`config.mk`:
```
export PLATFORM = sky130hd
export DESIGN_NAME = pulse_filter_mc
export DESIGN_NICKNAME = d
export VERILOG_FILES = /design/src/rtl/pulse_filter_mc.sv
export SDC_FILE = /design/constraint.sdc
export NUM_CORES = 1
export LEC_CHECK = 0
export ABC_AREA = 0
export CAP_MARGIN = 20
export CORE_MARGIN = 10
export CORE_UTILIZATION = 45
export DETAILED_ROUTE_END_ITERATION = 8
export PLACE_DENSITY = 0.73
export SLEW_MARGIN = 20
export SYNTH_ARGS = -nofsm -noshare
export SYNTH_HDL_FRONTEND = slang
export SYNTH_SLANG_ARGS = --single-unit
```
`constraint.sdc`:
```
create_clock -name clk -period 3 [get_ports clk]
set_input_delay 0.6 -clock clk [delete_from_list [all_inputs] [get_ports clk]]
set_output_delay 0.6 -clock clk [all_outputs]
set_load 0.02 [all_outputs]
```
`src/rtl/pulse_filter_mc.sv`:
```
// pulse_filter_mc: per-channel synchronise, counter-debounce against a live threshold, with edge strobes and glitch counters
module pulse_filter_mc #(
    parameter int                  CHANNELS      = 4,
    parameter int                  CNT_W         = 8,
    parameter int                  SYNC_STAGES   = 2,
    parameter int                  GCNT_W        = 16,
    parameter logic [CHANNELS-1:0] DEFAULT_LEVEL = '0
) (
    input  logic                       clk,
    input  logic                       rst,
    input  logic                       en,
    input  logic [CNT_W-1:0]           thresh,
    input  logic                       glitch_clr,
    input  logic [CHANNELS-1:0]        pulse_in,
    output logic [CHANNELS-1:0]        pulse_out,
    output logic [CHANNELS-1:0]        rise,
    output logic [CHANNELS-1:0]        fall,
    output logic [CHANNELS*GCNT_W-1:0] glitch_cnt
);
    logic [CHANNELS-1:0] sync_q [SYNC_STAGES];
    logic [CHANNELS-1:0] s;
    logic [CNT_W-1:0]    thr_eff;
    assign s       = sync_q[SYNC_STAGES-1];
    assign thr_eff = (thresh == '0) ? CNT_W'(1) : thresh;
    always_ff @(posedge clk) begin
        if (!rst) begin
            for (int k = 0; k < SYNC_STAGES; k++) sync_q[k] <= DEFAULT_LEVEL;
        end else begin
            sync_q[0] <= pulse_in;
            for (int k = 1; k < SYNC_STAGES; k++) sync_q[k] <= sync_q[k-1];
        end
    end
    for (genvar c = 0; c < CHANNELS; c++) begin : g_ch
        logic [CNT_W-1:0]  cnt;
        logic [CNT_W:0]    cnt_inc;
        logic [GCNT_W-1:0] gcnt;
        logic              lvl, r, f, diff, flip, glitch;
        // one extra bit keeps cnt+1 from wrapping before the threshold compare
        assign cnt_inc = {1'b0, cnt} + (CNT_W+1)'(1);
        assign diff    = s[c] ^ lvl;
        assign flip    = en & diff & (cnt_inc >= {1'b0, thr_eff});
        assign glitch  = en & ~diff & (cnt != '0);
        always_ff @(posedge clk) begin
            if (!rst) begin
                cnt  <= '0;
                lvl  <= DEFAULT_LEVEL[c];
                r    <= 1'b0;
                f    <= 1'b0;
                gcnt <= '0;
            end else begin
                cnt  <= (!en || !diff || flip) ? '0 : cnt_inc[CNT_W-1:0];
                lvl  <= flip ? s[c] : lvl;
                r    <= flip & s[c];
                f    <= flip & ~s[c];
                gcnt <= glitch_clr ? '0 : (glitch && gcnt != '1) ? gcnt + GCNT_W'(1) : gcnt;
            end
        end
        assign pulse_out[c]                   = lvl;
        assign rise[c]                        = r;
        assign fall[c]                        = f;
        assign glitch_cnt[c*GCNT_W +: GCNT_W] = gcnt;
    end
endmodule

```
Yosys cells after proc, flatten, opt, wreduce, memory -nomap -nowiden
Memories as Yosys holds them, arrays and structs flattened.
Index checks and enable logic that the tools add are counted.
{ "word_totals": {"ff_bits": 108, "mem_bits_rw": 8, "in_bits": 16, "elab_cells": 108, "memories": 1} }
{ "mem_list": {"columns": ["memory", "words", "width", "read_ports", "rd_ports_with_merged_regs", "wr", "line_no", "rtl"], "rows": [
  ["sync_q", 2, 4, 2, 0, 2, "20", "logic [CHANNELS-1:0] sync_q [SYNC_STAGES];"]
]} }
{ "op_classes": {"n_addsub": 8, "order_cmp": 4, "eq_ne": 4, "mux": 5, "bitwise": 39, "n_reduce_logical": 27} }
{ "op_table": {"columns": ["operator", "n"], "rows": [
  ["$add 16x1->16 const B", 4],
  ["$ne 16x16->1 const B", 4],
  ["$add 8x1->9 const B", 4],
  ["$ge 9x8->1", 4],
  ["$reduce_bool 8->1", 4],
  ["$and 1x1->1", 24],
  ["$reduce_or 2->1", 5],
  ["$not 1->1", 9],
  ["$logic_not 8->1", 1],
  ["$logic_or 1x1->1", 8],
  ["$mux 4", 2],
  ["$mux 8", 1],
  ["$logic_not 1->1", 5],
  ["$logic_and 1x1->1", 4],
  ["$xor 1x1->1", 4],
  ["$mux 1", 2],
  ["$or 1x1->1", 2]
]} }

Logic depth before layout (Yosys ltp)
{ "logic_depth": {"depth_word": 6, "ltp_mapped": 10, "depth_no_buf": 10} }

Least setup slack after synthesis
No wires, ideal clock.
{ "synth_timing": {"path_type": "in2reg", "from": "in thresh[4]", "to": "reg g_ch[1].cnt[2]", "setup_ps": 69, "arrival_time_ps": 2390, "required_time_ps": 2931, "slack_ps": 540, "cell_stages": 8, "path_buffers": 0, "path_cell_list": "nor4_1 -> a41o_1 -> ha_1 -> nand2b_1 -> a211o_1 -> a22oi_1 -> nand4_1 -> nor2b_1"} }
{ "synth_via": {"elab_chain_cells": 6} }
{ "synth_lines": {"columns": ["element", "line_no", "rtl"], "rows": [
  ["start, declared", "12", "input logic [CNT_W-1:0] thresh,"],
  ["$logic_not 8->1", "24", "assign thr_eff = (thresh == '0) ? CNT_W'(1) : thresh;"],
  ["$mux 8 *", "24", null],
  ["$ge 9x8->1 *", "41", "assign flip = en & diff & (cnt_inc >= {1'b0, thr_eff});"],
  ["$and 1x1->1 *", "41", null],
  ["$logic_or 1x1->1 *", "51", "cnt <= (!en || !diff || flip) ? '0 : cnt_inc[CNT_W-1:0];"],
  ["$reduce_or 2->1 (no source line) *", null, null],
  ["end signal, assigned", "51", null],
  ["end, declared", "34", "logic [CNT_W-1:0] cnt;"]
]} }
Mark *: on every way between the ends. The rest lies on a longest branch, timed or not.
A chain may end at the register's enable or synchronous reset.

Worst setup path in the final report
{ "layout_timing": {"from": "in thresh[4]", "to": "reg g_ch[3].cnt[2]"} }
{ "layout_via": {"elab_chain_cells": 6} }
{ "layout_lines": {"columns": ["element", "line_no"], "rows": [
  ["$logic_not 8->1", "24"],
  ["$mux 8 *", "24"],
  ["$ge 9x8->1 *", "41"],
  ["$and 1x1->1 *", "41"],
  ["$logic_or 1x1->1 *", "51"],
  ["$reduce_or 2->1 (no source line) *", null],
  ["end signal, assigned", "51"],
  ["end, declared", "34"]
]} }
Marks and branches as above.

==> key figures <==
Synth
  – Post-synth EDFFs: 0
  – Syn_nets: 756
  – Mux share of post-synthesis cell area: 0.00953
  – Largest cells by area after synthesis: dfxtp_1 (37%), ha_1 (8.7%), xnor2_1 (7.8%), nor2_1 (4.2%), nand3_1 (3.2%)
  – Cell Area, Synth: 6300 µm²
  – Area leader, netlist: dfxtp_1
  – Synth Area in Adders: 0.0873
  – Simple-gate share of the synthesized area: 0.263
  – Compound-Gate Fraction of Synth Area: 0.118
  – Syn avg cell area: 9.06 µm²
  – XOR/XNOR Fraction of Synth Area: 0.103
  – Post-synthesis sequential area ratio: 0.368
  – YS warnings: 0
  – Post-synthesis cell count: 696
  – Largest family of logic cells by synthesized area: simple AND/OR/NAND/NOR gates
  – Ys flop type: dfxtp_1
  – Post-synth cell types: 63
  – Async SR Flop Fraction: 0
  – #FFs+latches synth: 116
  – Share of the synthesized area in the top cell type: 0.368

Final layout
  – Final #Nets: 851
  – Most frequent cells in the layout: dfxtp_1 (116), clkdlybuf4s50_1 (91), nor2_1 (71), xnor2_1 (56), ha_1 (44)
  – Final-layout fill cell count: 1,145
  – Post-layout util: 0.571
  – # diodes: 0
  – Commonest non-fill, non-tap cell in the layout: dfxtp_1
  – Syn-to-layout area delta: 25.3%
  – Share of cells above drive strength 1: 0.0772

Place
  – GP Congestion: 0.861
  – PortBufs: 91
  – Post-DP HPWL: 11,400 µm

Pwr
  – Final Power: 3.42 mW
  – Max VDD drop: 0.371 mV
  – P_leak: 2.86 nW
  – Cell Pwr Density: 433 nW/µm²

Clock tree
  – CTS tree: yes
  – Clock tree buffer depth: 2
  – Setup Fix Bufs, Post-CTS: 0
  – Clock slew at reported path FFs: 0.05 ns
  – CTS Sinks: 116
  – Worst-skew pair later-pin latency: 0.41 ns
  – Root buf cell: clkbuf_16
  – Max H-tree Level: 4
  – CTS buffer count: 17
  – # hold bufs at CTS: 0

Drt
  – Antenna viol nets, final: 0
  – DR WL met2: 7020 µm
  – Routed len/inst: 15.0 µm
  – Top sig layer: met4
  – # DRC: 0
  – Routed wire length: 14,700 µm
  – TritonRoute pass-1 iters: 5
  – DR vias/cell: 5.45
  – Post-Route M1 WL: 6570 µm
  – Via count: 5,357
  – Met3 WL: 872 µm
  – DR iter-0 viols: 316

Die
  – Chip Height: 138 µm
  – Die area: 19,100 µm²
  – Core footprint: 13,800 µm²
  – Initial Util: 0.456
  – IO Count: 92
  – # rows: 43
  – Die Wd: 138 µm

Worst setup path
  – Reg2Reg Setup Slack: 0.49 ns
  – CP endpoint kind: flop
  – Critical path endpoint: g_ch[3].cnt[2]$_SDFF_PP0_
  – CP arrival: 3.09 ns
  – Worst setup path start: thresh[4]
  – Reg-to-Reg Start: g_ch[3].cnt[0]$_SDFF_PP0_
  – Reg2Reg Depth: 10
  – CP Class: primary input to flop
  – CP startpoint kind: primary input
  – Reg2reg end: g_ch[3].cnt[2]$_SDFF_PP0_
  – Worst Path Required: 3.32 ns
  – Critical Path Fanout Max: 6

STA
  – Setup TNS: 0 ns
  – Clock Skew: 0.00720 ns
  – Final Cycle Share: 0.925
  – Worst-margin pin slew: 0.814 ns
  – Setup Viol. Count Final: 0
  – Final max-slew violation count: 0
  – Tmin final: 2.78 ns
  – Fmax: 360 MHz
  – RSZ-0062 raised after global routing: no
  – Rel. slew slack: 0.452
  – Hold Vio Cnt, Final: 0

Flow run
  – Max-capacitance violation count: 0

Global routing
  – Largest net degree at the start of global routing: 39
  – GRT Resource Usage Total: 0.154
  – First-pass GRT wire length: 25,000 µm
  – Antenna violations before repair: 0
  – Vias in the first global route: 5,184
  – Grt ovf: 0

Worst hold path
  – HP Class: flop to flop

Status
  – Outcome: finished, final reports clean
[state kept, by name, indices dropped and copies added (netlist names)]
register and flops:
g_ch.gcnt 64, sync_q 8, g_ch.r 4, g_ch.lvl 4, g_ch.cnt 32, g_ch.f 4
[metal layers]
metal / track usage / up-vias
met3: 0.0414 / 21
li1: - / 2666
met5: 0 / -
met4: 0.0633 / 0
met2: 0.251 / 131
met1: 0.187 / 2539
[cells in the mapped netlist, types with 4 or more instances]
library cell,instances
nor2b_1,15
a21o_1,7
xnor2_1,56
nor3b_1,15
and4_1,7
nor3_1,17
a2111oi_0,4
and3_1,8
and2_1,16
nand2_1,32
buf_4,13
nor4_1,6
mux2i_1,6
nor4b_1,7
buf_2,4
o21ai_0,5
nand2b_1,9
clkbuf_1,10
nor4_4,4
dfxtp_1,116
nand4_1,16
nor2_1,71
nand3_1,40
a31oi_1,4
inv_1,37
or3_1,7
xor2_1,16
a21oi_1,22
a211oi_1,12
o21a_1,4
and4b_1,6
ha_1,44
o211ai_1,8
[power by group]
part,switching [mW],internal (mW)
Combinational,0.0690,0.0545
Sequential,0.00515,1.55
Clock,0.656,1.09
Total,0.731,2.69
[cell type report]
| class | instances | area, µm² | share of cell area |
|---|---|---|---|
| inverter | 37 | 139 | 0.0176 |
| tap | 180 | 225 | 0.0285 |
| clock buffer | 26 | 479 | 0.0606 |
| multi-input combinational | 511 | 3670 | 0.464 |
| clock inverter | 5 | 27.5 | 0.00348 |
| sequential | 116 | 2320 | 0.294 |
| timing repair buffer | 108 | 1040 | 0.131 |
[through the flow]
stage | worst slack, ns | area (µm²) | hold WS, ns | instances
after floorplan | 0.540 | 6300 | 0.412 | 696
after global placement | -0.0515 | 7390 | 0.418 | 952
after detailed placement | -0.182 | 7390 | 0.433 | 952
after CTS | 0.214 | 7900 | 0.445 | 983
after global routing | 0.0209 | 7900 | 0.463 | 983
final | 0.224 | 7900 | 0.442 | 983
[critical path, stage by stage]
cell             delay [ns]
clkdlybuf4s50_1        0.44
nor4_1                 0.31
a41o_1                 0.33
ha_1                   0.26
nand2b_1               0.14
a211oi_1               0.31
o21a_1                 0.20
o21ai_1                0.12
buf_4                  0.19
nor3b_1                0.19
[worst min-delay path by stage]
stage / from / slack, ns / end / depth (start not counted)
CTS: sync_q[0][1]$_SDFF_PN0_ / 0.44 / sync_q[0][5]$_SDFF_PN0_ / 1
finish: sync_q[0][1]$_SDFF_PN0_ / 0.44 / sync_q[0][5]$_SDFF_PN0_ / 1
detailed placement: sync_q[0][1]$_SDFF_PN0_ / 0.43 / sync_q[0][5]$_SDFF_PN0_ / 1
global placement: sync_q[0][2]$_SDFF_PN0_ / 0.42 / sync_q[0][6]$_SDFF_PN0_ / 1
floorplan: sync_q[0][0]$_SDFF_PN0_ / 0.41 / sync_q[0][4]$_SDFF_PN0_ / 1
global route: sync_q[0][3]$_SDFF_PN0_ / 0.46 / sync_q[0][7]$_SDFF_PN0_ / 1
[repair_timing]
item                                    4_1_cts  5_1_grt
endpoints found under the setup margin        0        3
gates resized for setup                       0        0
hold endpoints to repair                      0        0
[logic make-up (layout without fill, tap and decap cells)]
logic type | after synthesis | in the layout
AOI/OAI and AO/OA | 99 | 99
xor gates and xnor gates | 73 | 73
adders and majority gates | 44 | 44
buffers and inverters | 69 | 176
DFF | 116 | 116
muxes | 6 | 6
and+or+nand+nor | 289 | 289
Power figures use the tool's default switching activity.
